<file path="config.mk">
export PLATFORM = sky130hd
export DESIGN_NAME = imm_load_sequencer
export DESIGN_NICKNAME = d
export VERILOG_FILES = /design/src/rtl/imm_load_sequencer_pkg.sv /design/src/rtl/imm_inst_encoder.sv /design/src/rtl/imm_load_sequencer.sv
export SDC_FILE = /design/constraint.sdc
export NUM_CORES = 1
export LEC_CHECK = 0
export BUFFER_PORTS_ARGS = -buffer_cell sky130_fd_sc_hd__buf_4
export CAP_MARGIN = 20
export CELL_PAD_IN_SITES_DETAIL_PLACEMENT = 0
export CELL_PAD_IN_SITES_GLOBAL_PLACEMENT = 1
export CORE_MARGIN = 5
export CORE_UTILIZATION = 42
export DETAILED_ROUTE_END_ITERATION = 10
export HOLD_SLACK_MARGIN = 0.05
export PLACE_DENSITY_LB_ADDON = 0.1
export SYNTH_ARGS = -nofsm -noshare
export SYNTH_HDL_FRONTEND = slang
export SYNTH_SLANG_ARGS = --single-unit
export TNS_END_PERCENT = 20
</file>
<file path="constraint.sdc">
create_clock -name i_clk -period 5.21 [get_ports i_clk]
set_input_delay 1.042 -clock i_clk [delete_from_list [all_inputs] [get_ports i_clk]]
set_output_delay 1.042 -clock i_clk [all_outputs]
set_load 0.1 [all_outputs]
</file>
<file path="src/rtl/imm_load_sequencer_pkg.sv">
// Shared types and encodings for the immediate-load sequencer.
// The EMIT_CSRW state only exists when IMM_SEQ_CSRW_EN is defined.
package imm_load_sequencer_pkg;

  typedef logic [31:0] word_t;
  typedef logic [31:0] inst_t;

  typedef enum logic [2:0] {
    IMM_I,
    IMM_S,
    IMM_B,
    IMM_U,
    IMM_J,
    IMM_CSR
  } imm_type_e;

  localparam logic [6:0] OPC_LUI    = 7'h37;
  localparam logic [6:0] OPC_OP_IMM = 7'h13;
  localparam logic [6:0] OPC_SYSTEM = 7'h73;

  localparam logic [2:0] F3_ADDI  = 3'b000;
  localparam logic [2:0] F3_CSRRW = 3'b001;

  typedef enum logic [1:0] {
    ST_IDLE,
    ST_EMIT_LUI,
    ST_EMIT_ADDI
`ifdef IMM_SEQ_CSRW_EN
    , ST_EMIT_CSRW
`endif
  } imm_seq_state_e;

  // Upper part rounded so that adding the sign-extended low 12 bits restores the value.
  function automatic logic [19:0] imm_hi20(input word_t value);
    word_t biased;
    biased = value + 32'h0000_0800;
    return biased[31:12];
  endfunction

endpackage

</file>
<file path="src/rtl/imm_inst_encoder.sv">
// Combinational instruction encoder: inverse of the immediate decoder for I/U/CSR formats.
module imm_inst_encoder
  import imm_load_sequencer_pkg::*;
(
  input  imm_type_e   imm_type,
  input  word_t       imm,
  input  logic [4:0]  rd,
  input  logic [4:0]  rs1,
  input  logic [2:0]  funct3,
  input  logic [6:0]  opcode,
  output inst_t       inst
);

  always_comb begin
    inst = '0;
    case (imm_type)
      IMM_U:          inst = {imm[31:12], rd, opcode};
      // CSR address occupies the same field as the I-type immediate.
      IMM_I, IMM_CSR: inst = {imm[11:0], rs1, funct3, rd, opcode};
      default:        inst = '0;
    endcase
  end

endmodule

</file>
<file path="src/rtl/imm_load_sequencer.sv">
// Emits a minimal LUI/ADDI stream that loads a 32-bit constant into rd.
// Define IMM_SEQ_CSRW_EN to add the optional trailing CSRRW x0,csr,rd.
module imm_load_sequencer
  import imm_load_sequencer_pkg::*;
#(
  parameter bit SKIP_REDUNDANT = 1'b1
) (
  input  logic        i_clk,
  input  logic        i_rst_n,
  input  logic        i_req_valid,
  output logic        o_req_ready,
  input  logic [4:0]  i_req_rd,
  input  word_t       i_req_value,
  output logic        o_inst_valid,
  input  logic        i_inst_ready,
  output inst_t       o_inst,
  output logic        o_done
`ifdef IMM_SEQ_CSRW_EN
  ,
  input  logic        i_csr_wr_en,
  input  logic [11:0] i_csr_addr
`endif
);

  imm_seq_state_e state_q, state_d, tgt, tail;
  inst_t          inst_q, inst_d;
  logic           inst_valid_q, inst_valid_d;
  logic           done_q, done_d;
  logic [4:0]     rd_q, rd_d;
  logic [19:0]    hi20_q, hi20_d;
  logic [11:0]    lo12_q, lo12_d;
`ifdef IMM_SEQ_CSRW_EN
  logic           csr_wr_q, csr_wr_d;
  logic [11:0]    csr_addr_q, csr_addr_d;
  logic           src_csr_wr;
  logic [11:0]    src_csr_addr;
`endif

  logic        accept, fire;
  logic [4:0]  src_rd;
  logic [19:0] src_hi20;
  logic [11:0] src_lo12;
  logic        need_lui, need_addi;

  imm_type_e   enc_type;
  word_t       enc_imm;
  logic [4:0]  enc_rd, enc_rs1;
  logic [2:0]  enc_f3;
  logic [6:0]  enc_opc;
  inst_t       enc_inst;

  // Plan: pick the next instruction from the request being accepted or the latched one.
  always_comb begin
    accept   = i_req_valid && (state_q == ST_IDLE);
    fire     = inst_valid_q && i_inst_ready;
    src_rd   = accept ? i_req_rd : rd_q;
    src_hi20 = accept ? imm_hi20(i_req_value) : hi20_q;
    src_lo12 = accept ? i_req_value[11:0] : lo12_q;

    need_lui  = (src_rd != 5'd0) && (!SKIP_REDUNDANT || (src_hi20 != 20'd0));
    need_addi = (src_rd != 5'd0) &&
                (!SKIP_REDUNDANT || (src_hi20 == 20'd0) || (src_lo12 != 12'd0));

`ifdef IMM_SEQ_CSRW_EN
    src_csr_wr   = accept ? i_csr_wr_en : csr_wr_q;
    src_csr_addr = accept ? i_csr_addr : csr_addr_q;
    tail         = src_csr_wr ? ST_EMIT_CSRW : ST_IDLE;
`else
    tail         = ST_IDLE;
`endif

    case (state_q)
      ST_IDLE:      tgt = need_lui ? ST_EMIT_LUI : (need_addi ? ST_EMIT_ADDI : tail);
      ST_EMIT_LUI:  tgt = need_addi ? ST_EMIT_ADDI : tail;
      ST_EMIT_ADDI: tgt = tail;
      default:      tgt = ST_IDLE;
    endcase

    enc_type = IMM_I;
    enc_imm  = '0;
    enc_rd   = '0;
    enc_rs1  = '0;
    enc_f3   = F3_ADDI;
    enc_opc  = OPC_OP_IMM;
    case (tgt)
      ST_EMIT_LUI: begin
        enc_type = IMM_U;
        enc_imm  = {src_hi20, 12'h000};
        enc_rd   = src_rd;
        enc_opc  = OPC_LUI;
      end
      ST_EMIT_ADDI: begin
        enc_imm  = {{20{src_lo12[11]}}, src_lo12};
        enc_rd   = src_rd;
        // Without a preceding LUI the low part is added to x0.
        enc_rs1  = need_lui ? src_rd : 5'd0;
      end
`ifdef IMM_SEQ_CSRW_EN
      ST_EMIT_CSRW: begin
        enc_type = IMM_CSR;
        enc_imm  = {20'h00000, src_csr_addr};
        enc_rs1  = src_rd;
        enc_f3   = F3_CSRRW;
        enc_opc  = OPC_SYSTEM;
      end
`endif
      default: ;
    endcase
  end

  imm_inst_encoder u_enc (
    .imm_type (enc_type),
    .imm      (enc_imm),
    .rd       (enc_rd),
    .rs1      (enc_rs1),
    .funct3   (enc_f3),
    .opcode   (enc_opc),
    .inst     (enc_inst)
  );

  always_comb begin
    state_d      = state_q;
    inst_d       = inst_q;
    inst_valid_d = inst_valid_q;
    done_d       = 1'b0;
    rd_d         = rd_q;
    hi20_d       = hi20_q;
    lo12_d       = lo12_q;
`ifdef IMM_SEQ_CSRW_EN
    csr_wr_d     = csr_wr_q;
    csr_addr_d   = csr_addr_q;
`endif
    if (accept) begin
      rd_d   = src_rd;
      hi20_d = src_hi20;
      lo12_d = src_lo12;
`ifdef IMM_SEQ_CSRW_EN
      csr_wr_d   = src_csr_wr;
      csr_addr_d = src_csr_addr;
`endif
    end
    // Output register only moves on accept or handshake, so a stalled instruction holds.
    if (accept || fire) begin
      state_d      = tgt;
      inst_valid_d = (tgt != ST_IDLE);
      inst_d       = (tgt != ST_IDLE) ? enc_inst : '0;
      done_d       = (tgt == ST_IDLE);
    end
  end

  always_ff @(posedge i_clk or negedge i_rst_n) begin
    if (!i_rst_n) begin
      state_q      <= ST_IDLE;
      inst_q       <= '0;
      inst_valid_q <= 1'b0;
      done_q       <= 1'b0;
    end else begin
      state_q      <= state_d;
      inst_q       <= inst_d;
      inst_valid_q <= inst_valid_d;
      done_q       <= done_d;
    end
  end

  always_ff @(posedge i_clk) begin
    rd_q   <= rd_d;
    hi20_q <= hi20_d;
    lo12_q <= lo12_d;
`ifdef IMM_SEQ_CSRW_EN
    csr_wr_q   <= csr_wr_d;
    csr_addr_q <= csr_addr_d;
`endif
  end

  assign o_req_ready  = (state_q == ST_IDLE);
  assign o_inst_valid = inst_valid_q;
  assign o_inst       = inst_q;
  assign o_done       = done_q;

endmodule
</file>
Yosys cells after proc, flatten, opt, wreduce, memory -nomap -nowiden
Cells that the tools add are included.
Widths: inputs -> output; s select.
{ "totals": {"word_cells": 44, "reg_bits": 73, "out_inout_bits": 35} }
{ "op_classes": {"n_eq_ne": 5, "reduce_logical": 16, "n_mux": 15, "addsub": 1} }
{ "op_table": {"columns": ["operator", "count"], "rows": [
  ["$pmux 32 s2", 2],
  ["$add 32x12->32 const B", 1],
  ["$mux 32", 1],
  ["$logic_not 20->1", 1],
  ["$mux 20", 1],
  ["$mux 5", 4],
  ["$reduce_bool 20->1", 1],
  ["$mux 12", 1],
  ["$reduce_bool 12->1", 1],
  ["$mux 2", 3],
  ["$mux 6", 1],
  ["$reduce_bool 5->1", 1],
  ["$eq 2x1->1 const B", 2],
  ["$eq 2x2->1 const B", 2],
  ["$logic_and 1x1->1", 4],
  ["$logic_not 2->1", 2],
  ["$pmux 2 s2", 1],
  ["$reduce_or 2->1", 2],
  ["$eq 2x3->1 const B", 1],
  ["$logic_not 3->1", 1],
  ["$logic_or 1x1->1", 2],
  ["$reduce_bool 2->1", 1],
  ["$mux 1", 1]
]} }

Longest topological paths before layout
Gate-level depths: netlist of run 1.
{ "logic_depth": {"depth_word": 15, "ltp_mapped": 19, "depth_no_buf": 14} }

Hierarchy
From an unflattened synthesis of run 1, not the netlist that was laid out.
{ "unflattened": {"cells_unflattened": 559, "hier_area_um2": 5147.4} }
{ "modules_own_cells": {"columns": ["module", "n_inst", "area_per_inst_um2", "cells_each", "seq_area_each_um2"], "rows": [
  ["imm_load_sequencer", 1, 4217.8, 453, 2011.9],
  ["imm_inst_encoder", 1, 929.6, 106, 0.0]
]} }

Least setup slack after synthesis of run 1
Ideal clock, no wire load.
{ "synth_path": {"path_kind": "input port to flip-flop", "start": "in i_req_valid", "end": "reg inst_q[18], in the netlist o_inst[18]", "t_arrival_ns": 5.304, "n_path_buf": 5, "stages": 16, "setup_ns": 0.066, "t_required_ns": 5.144, "path_slack_ns": -0.161, "path_cell_list": "or3b_1 -> buf_6 -> clkinv_4 -> buf_12 -> clkbuf_1 -> a31oi_1 -> nor4_1 -> nand4b_1 -> buf_2 -> a211o_1 -> ha_1 -> nor3_1 -> clkbuf_1 -> nand2_1 -> a21oi_1 -> a221o_1"} }
{ "synth_via": {"elab_chain_len": 14} }
{ "synth_rtl": {"columns": ["item", "line", "text"], "rows": [
  ["start, declared", "imm_load_sequencer.sv:10", "input logic i_req_valid,"],
  ["$logic_and 1x1->1 *", "imm_load_sequencer.sv:54", "accept = i_req_valid && (state_q == ST_IDLE);"],
  ["$mux 20 *", "imm_load_sequencer.sv:57", "src_hi20 = accept ? imm_hi20(i_req_value) : hi20_q;"],
  ["named net src_hi20[14]", "imm_load_sequencer.sv:41", "logic [19:0] src_hi20;"],
  ["$logic_not 20->1", "imm_load_sequencer.sv:62", "(!SKIP_REDUNDANT || (src_hi20 == 20'd0) || (src_lo12 != 12'd0));"],
  ["$logic_or 1x1->1", "imm_load_sequencer.sv:62", null],
  ["$logic_and 1x1->1", "imm_load_sequencer.sv:61", "need_addi = (src_rd != 5'd0) &&"],
  ["$mux 2", "imm_load_sequencer.sv:73, imm_load_sequencer.sv:74", null],
  ["$mux 2", "imm_load_sequencer.sv:73", "ST_IDLE: tgt = need_lui ? ST_EMIT_LUI : (need_addi ? ST_EMIT_ADDI : tail);"],
  ["$pmux 2 s2", "imm_load_sequencer.sv:72", "case (state_q)"],
  ["$eq 2x1->1", "imm_load_sequencer.sv:85", "case (tgt)"],
  ["$mux 2", "imm_load_sequencer.sv:85", null],
  ["$eq 2x3->1 / $logic_not 3->1 (equally long branches)", "imm_inst_encoder.sv:16", "case (imm_type)"],
  ["$reduce_or 2->1", "imm_inst_encoder.sv:16", null],
  ["$pmux 32 s2", "imm_inst_encoder.sv:16", null],
  ["$mux 32 *", "imm_load_sequencer.sv:146", "inst_d = (tgt != ST_IDLE) ? enc_inst : '0;"],
  ["end signal, assigned", "imm_load_sequencer.sv:159", "inst_q <= inst_d;"],
  ["end, declared", "imm_load_sequencer.sv:26", "inst_t inst_q, inst_d;"]
]} }
Mark *: on every way through the listed nets, which the timed path passes. The rest lies on a longest branch.
A chain may end at the register's enable or synchronous reset.

Worst setup path in the final report of run 1
{ "layout_path": {"start": "in i_req_value[11]", "end": "reg inst_q[16], in the netlist o_inst[16]"} }
{ "layout_rtl": {"columns": ["item", "line", "text"], "rows": [
  ["start, declared", "imm_load_sequencer.sv:13", "input word_t i_req_value,"],
  ["$add 32x12->32 *", "imm_load_sequencer_pkg.sv:36", "biased = value + 32'h0000_0800;"],
  ["$mux 20 *", "imm_load_sequencer.sv:57", null],
  ["named net src_hi20[19]", "imm_load_sequencer.sv:41", null],
  ["$reduce_bool 20->1 *", "imm_load_sequencer.sv:60", "need_lui = (src_rd != 5'd0) && (!SKIP_REDUNDANT || (src_hi20 != 20'd0));"],
  ["$logic_and 1x1->1 *", "imm_load_sequencer.sv:60", null],
  ["$mux 2 *", "imm_load_sequencer.sv:73", null],
  ["$pmux 2 s2 *", "imm_load_sequencer.sv:72", null],
  ["named net tgt[0]", "imm_load_sequencer.sv:25", "imm_seq_state_e state_q, state_d, tgt, tail;"],
  ["$eq 2x1->1", "imm_load_sequencer.sv:85", null],
  ["$mux 2", "imm_load_sequencer.sv:85", null],
  ["$eq 2x3->1 / $logic_not 3->1 (equally long branches)", "imm_inst_encoder.sv:16", null],
  ["$reduce_or 2->1", "imm_inst_encoder.sv:16", null],
  ["$pmux 32 s2", "imm_inst_encoder.sv:16", null],
  ["$mux 32 *", "imm_load_sequencer.sv:146", null]
]} }
Marked as above.

==> results of run 1 <==
placed cells by master (no fill, tap or decap), types with 5 or more instances in the layout:
cell type,n
sky130_fd_sc_hd__clkbuf_8,9
sky130_fd_sc_hd__a31oi_1,5
sky130_fd_sc_hd__and3_1,5
sky130_fd_sc_hd__nor4_1,10
sky130_fd_sc_hd__or3_1,8
sky130_fd_sc_hd__nand4_1,9
sky130_fd_sc_hd__nand2_1,67
sky130_fd_sc_hd__mux2_2,13
sky130_fd_sc_hd__o21ai_0,16
sky130_fd_sc_hd__inv_1,6
sky130_fd_sc_hd__xnor2_1,7
sky130_fd_sc_hd__a221o_1,5
sky130_fd_sc_hd__ha_1,5
sky130_fd_sc_hd__nand3_1,7
sky130_fd_sc_hd__o31ai_1,13
sky130_fd_sc_hd__buf_4,85
sky130_fd_sc_hd__nor2_1,27
sky130_fd_sc_hd__a21oi_1,16
sky130_fd_sc_hd__dfrtp_1,30
sky130_fd_sc_hd__a22o_1,6
sky130_fd_sc_hd__or4_1,7
sky130_fd_sc_hd__nor3_1,7
sky130_fd_sc_hd__edfxtp_1,37
power groups by stage:
stage / clock network, mW / registers [mW] / logic, mW
3_3_place_gp: 0 / 0.840 / 1.58
3_5_place_dp: 0 / 0.843 / 1.59
6_report: 0.418 / 0.834 / 1.59
5_1_grt: 0.453 / 0.850 / 1.71
2_1_floorplan: 0 / 1.25 / 0.817
4_1_cts: 0.429 / 0.835 / 1.60
synth_stat cells, types with 6 or more instances:
cell type	instances	area, um^2
sky130_fd_sc_hd__nor3_1	7	35.0
sky130_fd_sc_hd__a22o_1	6	52.6
sky130_fd_sc_hd__dfrtp_1	30	751
sky130_fd_sc_hd__or4_1	7	52.6
sky130_fd_sc_hd__inv_1	6	22.5
sky130_fd_sc_hd__nor2_1	27	101
sky130_fd_sc_hd__buf_4	7	52.6
sky130_fd_sc_hd__a21oi_1	17	85.1
sky130_fd_sc_hd__or3_1	8	50.1
sky130_fd_sc_hd__nand4_1	9	56.3
sky130_fd_sc_hd__clkbuf_1	13	48.8
sky130_fd_sc_hd__o31ai_1	13	97.6
sky130_fd_sc_hd__o21ai_0	16	80.1
sky130_fd_sc_hd__edfxtp_1	37	1110
sky130_fd_sc_hd__mux2_2	13	146
sky130_fd_sc_hd__nor4_1	10	62.6
sky130_fd_sc_hd__nand2_1	67	251
sky130_fd_sc_hd__xnor2_1	7	61.3
sky130_fd_sc_hd__nand3_1	7	35.0
sequential cells by signal, indices dropped and copies added, names as in the netlist:
signal / cells
hi20_q: 20
lo12_q: 12
o_done: 1
o_inst: 27
rd_q: 5
state_q: 2
per-layer routing:
metal	vias to the layer above	track usage (%)
li1	1500	-
met1	1471	26.4
met2	93	28.6
met3	12	4.36
met4	0	5.58
met5	-	0
logic make-up (layout without fill, tap and decap cells):
kind of cell             Yosys count  in the layout  synth area share (%)
buffers and inverters             34            108                  5.09
flip-flops                        67             67                  50.8
AO/OA/AOI/OAI                     81             81                  15.4
multiplexers                      14             14                  4.27
AND/OR/NAND/NOR                  156            156                  20.2
adder cells (fa/ha/maj)            5              5                  1.71
other                              1              2                 0.102
XOR/XNOR                          10             10                  2.39
final timing paths:
kind | from | to | slack (ns) | cells after the start
worst max register to register | state_q[0] | o_inst[20] | 1.10 | 11
max in group asynchronous | i_rst_n | o_inst[26] | 4.29 | 1
worst min-delay path | o_inst[28] | o_inst[28] | 0.50 | 2
worst max-delay path | i_req_value[11] | o_inst[16] | 0.74 | 14
worst min register to register | o_inst[28] | o_inst[28] | 0.50 | 2
min in group asynchronous | i_rst_n | o_inst[17] | 0.63 | 1
stage by stage:
step                      instances  cell area [um^2]
after floorplan                 369              3670
after global placement          535              4290
after detailed placement        535              4290
after CTS                       551              4470
after global routing            551              4470
final                           551              4470
critical path, cell delays in order:
cell	delay [ns]
sky130_fd_sc_hd__buf_4	0.11
sky130_fd_sc_hd__ha_1	0.24
sky130_fd_sc_hd__nand4_1	0.14
sky130_fd_sc_hd__or4_1	0.52
sky130_fd_sc_hd__or3_1	0.38
sky130_fd_sc_hd__a31oi_1	0.38
sky130_fd_sc_hd__nand4b_1	0.26
sky130_fd_sc_hd__buf_4	0.20
sky130_fd_sc_hd__and2_1	0.17
sky130_fd_sc_hd__ha_1	0.40
sky130_fd_sc_hd__o21ai_0	0.16
sky130_fd_sc_hd__nand2_1	0.26
sky130_fd_sc_hd__nand2_1	0.08
sky130_fd_sc_hd__a221o_1	0.35
cell type report:
class	count	area, um^2	share of cell area, %
inverters	7	31.3	0.699
clock inverters	6	56.3	1.26
well taps	108	135	3.02
repair buffers	85	638	14.3
clock buffers	10	128	2.85
multi-input cells	268	1620	36.3
flip-flops and latches	67	1860	41.6
==> metrics.md, run 1 <==
| Metric | Value |
|---|---|
| Run status | `completed` |
| Internal power of the cells | `1.39 mW` |
| Worst EP required | `5.43 ns` |
| Type of the worst setup path | `primary input to register` |
| Maximum Capacitance Violations | `0` |
| Clock tree from TritonCTS | `yes` |
| PostCTS Resize Cnt | `0` |
| Bufs on Longest Clock Path | `2` |
| Global-route wire length before repair | `15.4 mm` |
| Area inside the core boundary | `8590 um^2` |
| Power per unit of standard cell area | `636 nW/um^2` |
| Number of endpoints with negative hold slack in the final report | `0` |
| Proportion of synthesized flip-flops having asynchronous set or reset | `44.8%` |
| Met2 WL post-DR | `4.39 mm` |
| Post-route clock skew | `0.0107 ns` |
| Total gr overflow | `0` |
| Worst setup SP type | `primary input` |
| Share of power burned in the clock network | `14.7%` |
| Count of synthesis-stage warnings from yosys | `0` |
| Die extent in x | `103 um` |
| P&R area growth vs syn | `22.1%` |
| Unrepaired setup endpoints after global routing | `false` |
| Lkg Pwr | `1.86 nW` |
| Final max-slew violation count | `0` |
| Sort of element at the end of the critical path | `register` |
| Mean instance size in the synthesized netlist | `9.95 um^2` |
| Final layout net count | `484` |
| Top Ports | `76` |
| Post-layout utilization of the core | `52.0%` |
| DR DRC count | `0` |
| Share of power burned in registers | `29.3%` |
| Portion of total power attributed to combinational logic | `56.0%` |
| Fraction of final layout cells sized beyond drive strength 1 | `26.6%` |
| Aggregate routed wire length | `9.57 mm` |
| Half-perimeter wire length after placement | `7.07 mm` |
| Number of antenna violations at the first check in global routing | `0` |
| Met3 wirelength from detailed routing | `573 um` |
| Net switching power of the design | `1.45 mW` |
| Initial core utilization | `42.6%` |
| Final-layout worst hold slack | `0.497 ns` |
| Cell area after synthesis | `3660 um^2` |
| Time the final worst path needs with I/O delays and setup | `4.47 ns` |
| Worst slack, placed | `0.372 ns` |
| # rows | `34` |
| Via total after detailed routing | `3076` |
| Tightest slew margin relative to the limit | `47.2%` |
| Post-synth EDFFs | `37` |
| Number of buffers inserted during clock tree synthesis | `9` |
| Per-cell routed wire length | `17.4 um` |
| Syn Inst Count | `368` |
| Switching portion of total power | `51.2%` |
| Type of the worst min-delay path | `register to register` |
| CTS root buf | `sky130_fd_sc_hd__clkbuf_8` |
| Port Buf Inserts | `73` |
| Highest routing layer actually used | `met4` |
| GR Util All Layers | `18.7%` |
| Routability congestion estimate | `0.826` |
| Maximum operating frequency | `224 MHz` |
| Maximum vdd ir drop | `0.000475 V` |
| Setup WS post-layout | `0.741 ns` |
| Tightest Pin Transition | `0.785 ns` |
| Pin count of the biggest net entering global routing | `31` |
| Antenna Nets Post-Route | `0` |
| Total Power Consumption | `2.84 mW` |
| 1st-iter DRT viols | `210` |
| Setup violation total in the final timing report | `0` |
| Total iterations of the first detailed-routing run | `4` |
| Ratio of final minimum period to clock period | `85.8%` |
| Signal arrival time at the worst endpoint | `4.69 ns` |
| Ant. Diodes | `0` |
| Total clock sinks | `67` |
| Register clock-pin slew on the reported worst setup and hold paths | `0.07 ns` |
| Count of state elements after synthesis | `67` |
| Yosys cell types | `49` |
| Detailed-route vias per instance | `5.58` |
| Sequential area share after synthesis | `50.8%` |
| Maximum net fanout on the critical path | `11` |
| Setup bufs post-CTS | `0` |
| Worst-skew pair later-pin latency | `0.34 ns` |
| Aggregate negative setup slack | `0 ns` |
| Dominant register cell in the synthesized netlist | `sky130_fd_sc_hd__edfxtp_1` |
| H-tree lvl count | `3` |
| Number of fillers in the final layout | `827` |
| Total die area | `10700 um^2` |
| Chip Height | `103 um` |
| Detailed-routing wirelength on met1 | `4.46 mm` |
| Hold-fix buffers, CTS | `0` |
| Via count of the first global-routing pass | `3074` |
(Power assumes the default switching activity.)
==> inputs of run 2 (changes only) <==
==> constraint.sdc (replaced) <==
create_clock -name i_clk -period 4.33 [get_ports i_clk]
set_input_delay 0.2165 -clock i_clk [delete_from_list [all_inputs] [get_ports i_clk]]
set_output_delay 0.2165 -clock i_clk [all_outputs]
set_load 0.1 [all_outputs]
==> metrics.md, run 2 (synthesis results as in run 1) <==
| Metric | Value |
|---|---|
| DR DRC count | `0 (unchanged)` |
| Total gr overflow | `0 (unchanged)` |
| Cells on worst reg2reg path | `11 (unchanged)` |
| Leading cell types in the layout, fill and taps excluded | `82 x sky130_fd_sc_hd__buf_4, 67 x sky130_fd_sc_hd__nand2_1, 37 x sky130_fd_sc_hd__edfxtp_1, 30 x sky130_fd_sc_hd__dfrtp_1, 27 x sky130_fd_sc_hd__nor2_1 (was 85 x sky130_fd_sc_hd__buf_4, 67 x sky130_fd_sc_hd__nand2_1, 37 x sky130_fd_sc_hd__edfxtp_1, 30 x sky130_fd_sc_hd__dfrtp_1, 27 x sky130_fd_sc_hd__nor2_1)` |
| Cell count of the worst hold path | `3 (was 2)` |
| Run status | `completed (unchanged)` |
| Final layout net count | `483 (was 484)` |
| Tightest Pin Transition | `0.702 ns (was 0.785 ns)` |
| Maximum operating frequency | `254 MHz` |
| Tightest slew margin relative to the limit | `52.8% (was 47.2%)` |
| Slowest cell delay on critical path | `0.57 ns (was 0.52 ns)` |
| R2r endpoint | `o_inst[21] (was o_inst[20])` |
| Worst setup SP type | `register (was primary input)` |
| Sort of element at the end of the critical path | `register (unchanged)` |
| Leading cell type in the layout, fill and taps excluded | `sky130_fd_sc_hd__buf_4 (unchanged)` |
| Setup WS post-layout | `0.394 ns (was 0.741 ns)` |
| Total die area | `10700 um^2 (unchanged)` |
| Detailed-route vias per instance | `5.53 (was 5.58)` |
| P&R area growth vs syn | `23.4% (was 22.1%)` |
| R2r startpoint | `state_q[0] (unchanged)` |
| Number of buffers inserted during clock tree synthesis | `9 (unchanged)` |
| Worst slack, placed | `0.396 ns (was 0.372 ns)` |
| Maximum Capacitance Violations | `0 (unchanged)` |
| Number of endpoints with negative hold slack in the final report | `0 (unchanged)` |
| GR Util All Layers | `18.1% (was 18.7%)` |
| Time the final worst path needs with I/O delays and setup | `3.94 ns` |
| Worst EP required | `4.58 ns (was 5.43 ns)` |
| Total Power Consumption | `3.52 mW (was 2.84 mW)` |
| Total iterations of the first detailed-routing run | `4 (unchanged)` |
| Maximum vdd ir drop | `0.000692 V (was 0.000475 V)` |
| Pin count of the biggest net entering global routing | `40 (was 31)` |
| Aggregate negative setup slack | `0 ns (unchanged)` |
| Global-route wire length before repair | `14.9 mm (was 15.4 mm)` |
| Max FFs per register | `27 (unchanged)` |
| Worst Hold Endpoint | `rd_q[2] (was o_inst[28])` |
| Setup bufs post-CTS | `0 (unchanged)` |
| FF-to-FF setup slack | `0.39 ns (was 1.10 ns)` |
| Cell-by-cell listing of the critical path | `or3b_1 -> buf_4 -> nand2_1 -> nand3_1 -> or4_1 -> nor4_1 -> nand4b_1 -> a211o_1 -> ha_1 -> or3_1 -> o31ai_1 (was buf_4 -> ha_1 -> nand4_1 -> or4_1 -> or3_1 -> a31oi_1 -> nand4b_1 -> buf_4 -> and2_1 -> ha_1 -> o21ai_0 -> nand2_1 -> nand2_1 -> a221o_1)` |
| Hold_sp | `i_req_rd[2] (was o_inst[28])` |
| Ratio of final minimum period to clock period | `90.9%` |
| Type of the worst setup path | `register to register (was primary input to register)` |
| Post-route clock skew | `0.0107 ns (about the same)` |
| Port Buf Inserts | `73 (unchanged)` |
| Via total after detailed routing | `3044 (was 3076)` |
| Clock tree from TritonCTS | `yes (unchanged)` |
| Antenna Nets Post-Route | `0 (unchanged)` |
| Half-perimeter wire length after placement | `6.87 mm (was 7.07 mm)` |
| Final max-slew violation count | `0 (unchanged)` |
| Bufs on Longest Clock Path | `2 (unchanged)` |
| Setup violation total in the final timing report | `0 (unchanged)` |
| Worst-skew pair later-pin latency | `0.34 ns (about the same)` |
| Crit-path slowest cell | `sky130_fd_sc_hd__or3_1 (was sky130_fd_sc_hd__or4_1)` |
| # rows | `34 (unchanged)` |
| Area inside the core boundary | `8590 um^2 (unchanged)` |
| Register clock-pin slew on the reported worst setup and hold paths | `0.07 ns (about the same)` |
| PostCTS Resize Cnt | `0 (unchanged)` |
| Ant. Diodes | `0 (unchanged)` |
| Aggregate routed wire length | `9.47 mm (was 9.57 mm)` |
| Total clock sinks | `67 (unchanged)` |
| Signal arrival time at the worst endpoint | `4.18 ns (was 4.69 ns)` |
| Routability congestion estimate | `0.778 (was 0.826)` |
| CTS root buf | `sky130_fd_sc_hd__clkbuf_8 (unchanged)` |
| Power per unit of standard cell area | `778 nW/um^2 (was 636 nW/um^2)` |
| Chip Height | `103 um (unchanged)` |
| Hold-fix buffers, CTS | `1 (was 0)` |
| Type of the worst min-delay path | `primary input to register (was register to register)` |
| Top Ports | `76 (unchanged)` |
| Per-cell routed wire length | `17.2 um (was 17.4 um)` |
| Maximum net fanout on the critical path | `14 (was 11)` |
| Via count of the first global-routing pass | `2858 (was 3074)` |
| Fraction of final layout cells sized beyond drive strength 1 | `26.5% (was 26.6%)` |
| Number of antenna violations at the first check in global routing | `0 (unchanged)` |
| Number of fillers in the final layout | `810 (was 827)` |
| Die extent in x | `103 um (unchanged)` |
| Lkg Pwr | `1.88 nW (was 1.86 nW)` |
| 1st-iter DRT viols | `175 (was 210)` |
| Unrepaired setup endpoints after global routing | `false (unchanged)` |
| H-tree lvl count | `3 (unchanged)` |
| Initial core utilization | `42.6% (unchanged)` |
==> run 2: cell types whose count changed in the layout (fill, tap and decap cells not counted) <==
cell	delta
sky130_fd_sc_hd__buf_4	-3
sky130_fd_sc_hd__dlygate4sd3_1	+1
sky130_fd_sc_hd__bufinv_16	+1
sky130_fd_sc_hd__buf_8	+1
sky130_fd_sc_hd__clkinv_1	-1
sky130_fd_sc_hd__clkbuf_8	+2
sky130_fd_sc_hd__clkinv_2	-2
==> run 2: metal layers <==
layer / track usage, % / share of wire [%] / vias to the layer above
met5: 0 / 0 / -
met4: 4.78 / 0.64 / 0
met3: 3.96 / 5.2 / 6
met2: 27.5 / 46 / 85
met1: 26.2 / 48 / 1464
li1: - / - / 1489
==> run 2: cell type report <==
type                       instances  area (um^2)  share of cell area, %
multi-input combinational        268         1620                   35.9
tap                              108          135                   2.99
timing repair buffer              84          641                   14.2
clock buffer                      12          155                   3.43
inverter                           7         31.3                  0.692
sequential                        67         1860                   41.2
clock inverter                     4         72.6                   1.61
==> run 2: how the worst max path moves through the flow <==
stage | start | slack [ns] | endpoint | cells after the start
after floorplan | state_q[0] | 0.25 | o_inst[18] | 16
after global routing | state_q[0] | 0.13 | o_inst[26] | 10
after detailed placement | state_q[0] | 0.40 | o_inst[27] | 10
final | state_q[0] | 0.39 | o_inst[21] | 11
after CTS | state_q[0] | 0.39 | o_inst[21] | 10
after global placement | state_q[0] | 0.49 | o_inst[23] | 10
==> run 2: power breakdown <==
part / switching [mW] / internal, mW
Sequential: 0.0862 / 0.912
Combinational: 1.42 / 0.499
Clock: 0.241 / 0.355
==> run 2: critical path, delay by kind of cell, from the launching register on <==
kind,cells,cell delay [ns]
simple gates,7,2.30
fa+ha+maj,1,0.24
compound gates,2,0.66
buf+inv,1,0.21
flops,1,0.43
==> run 2: metrics by stage <==
stage | utilization [%] | hold slack (ns) | instance area (um^2) | instances
after floorplan | - | -0.0791 | 3670 | 369
after global placement | 49.6 | 0.174 | 4270 | 532
after detailed placement | 49.8 | 0.178 | 4280 | 533
after CTS | 52.6 | 0.213 | 4520 | 550
after global routing | 52.6 | 0.210 | 4520 | 550
final | 52.6 | 0.223 | 4520 | 550
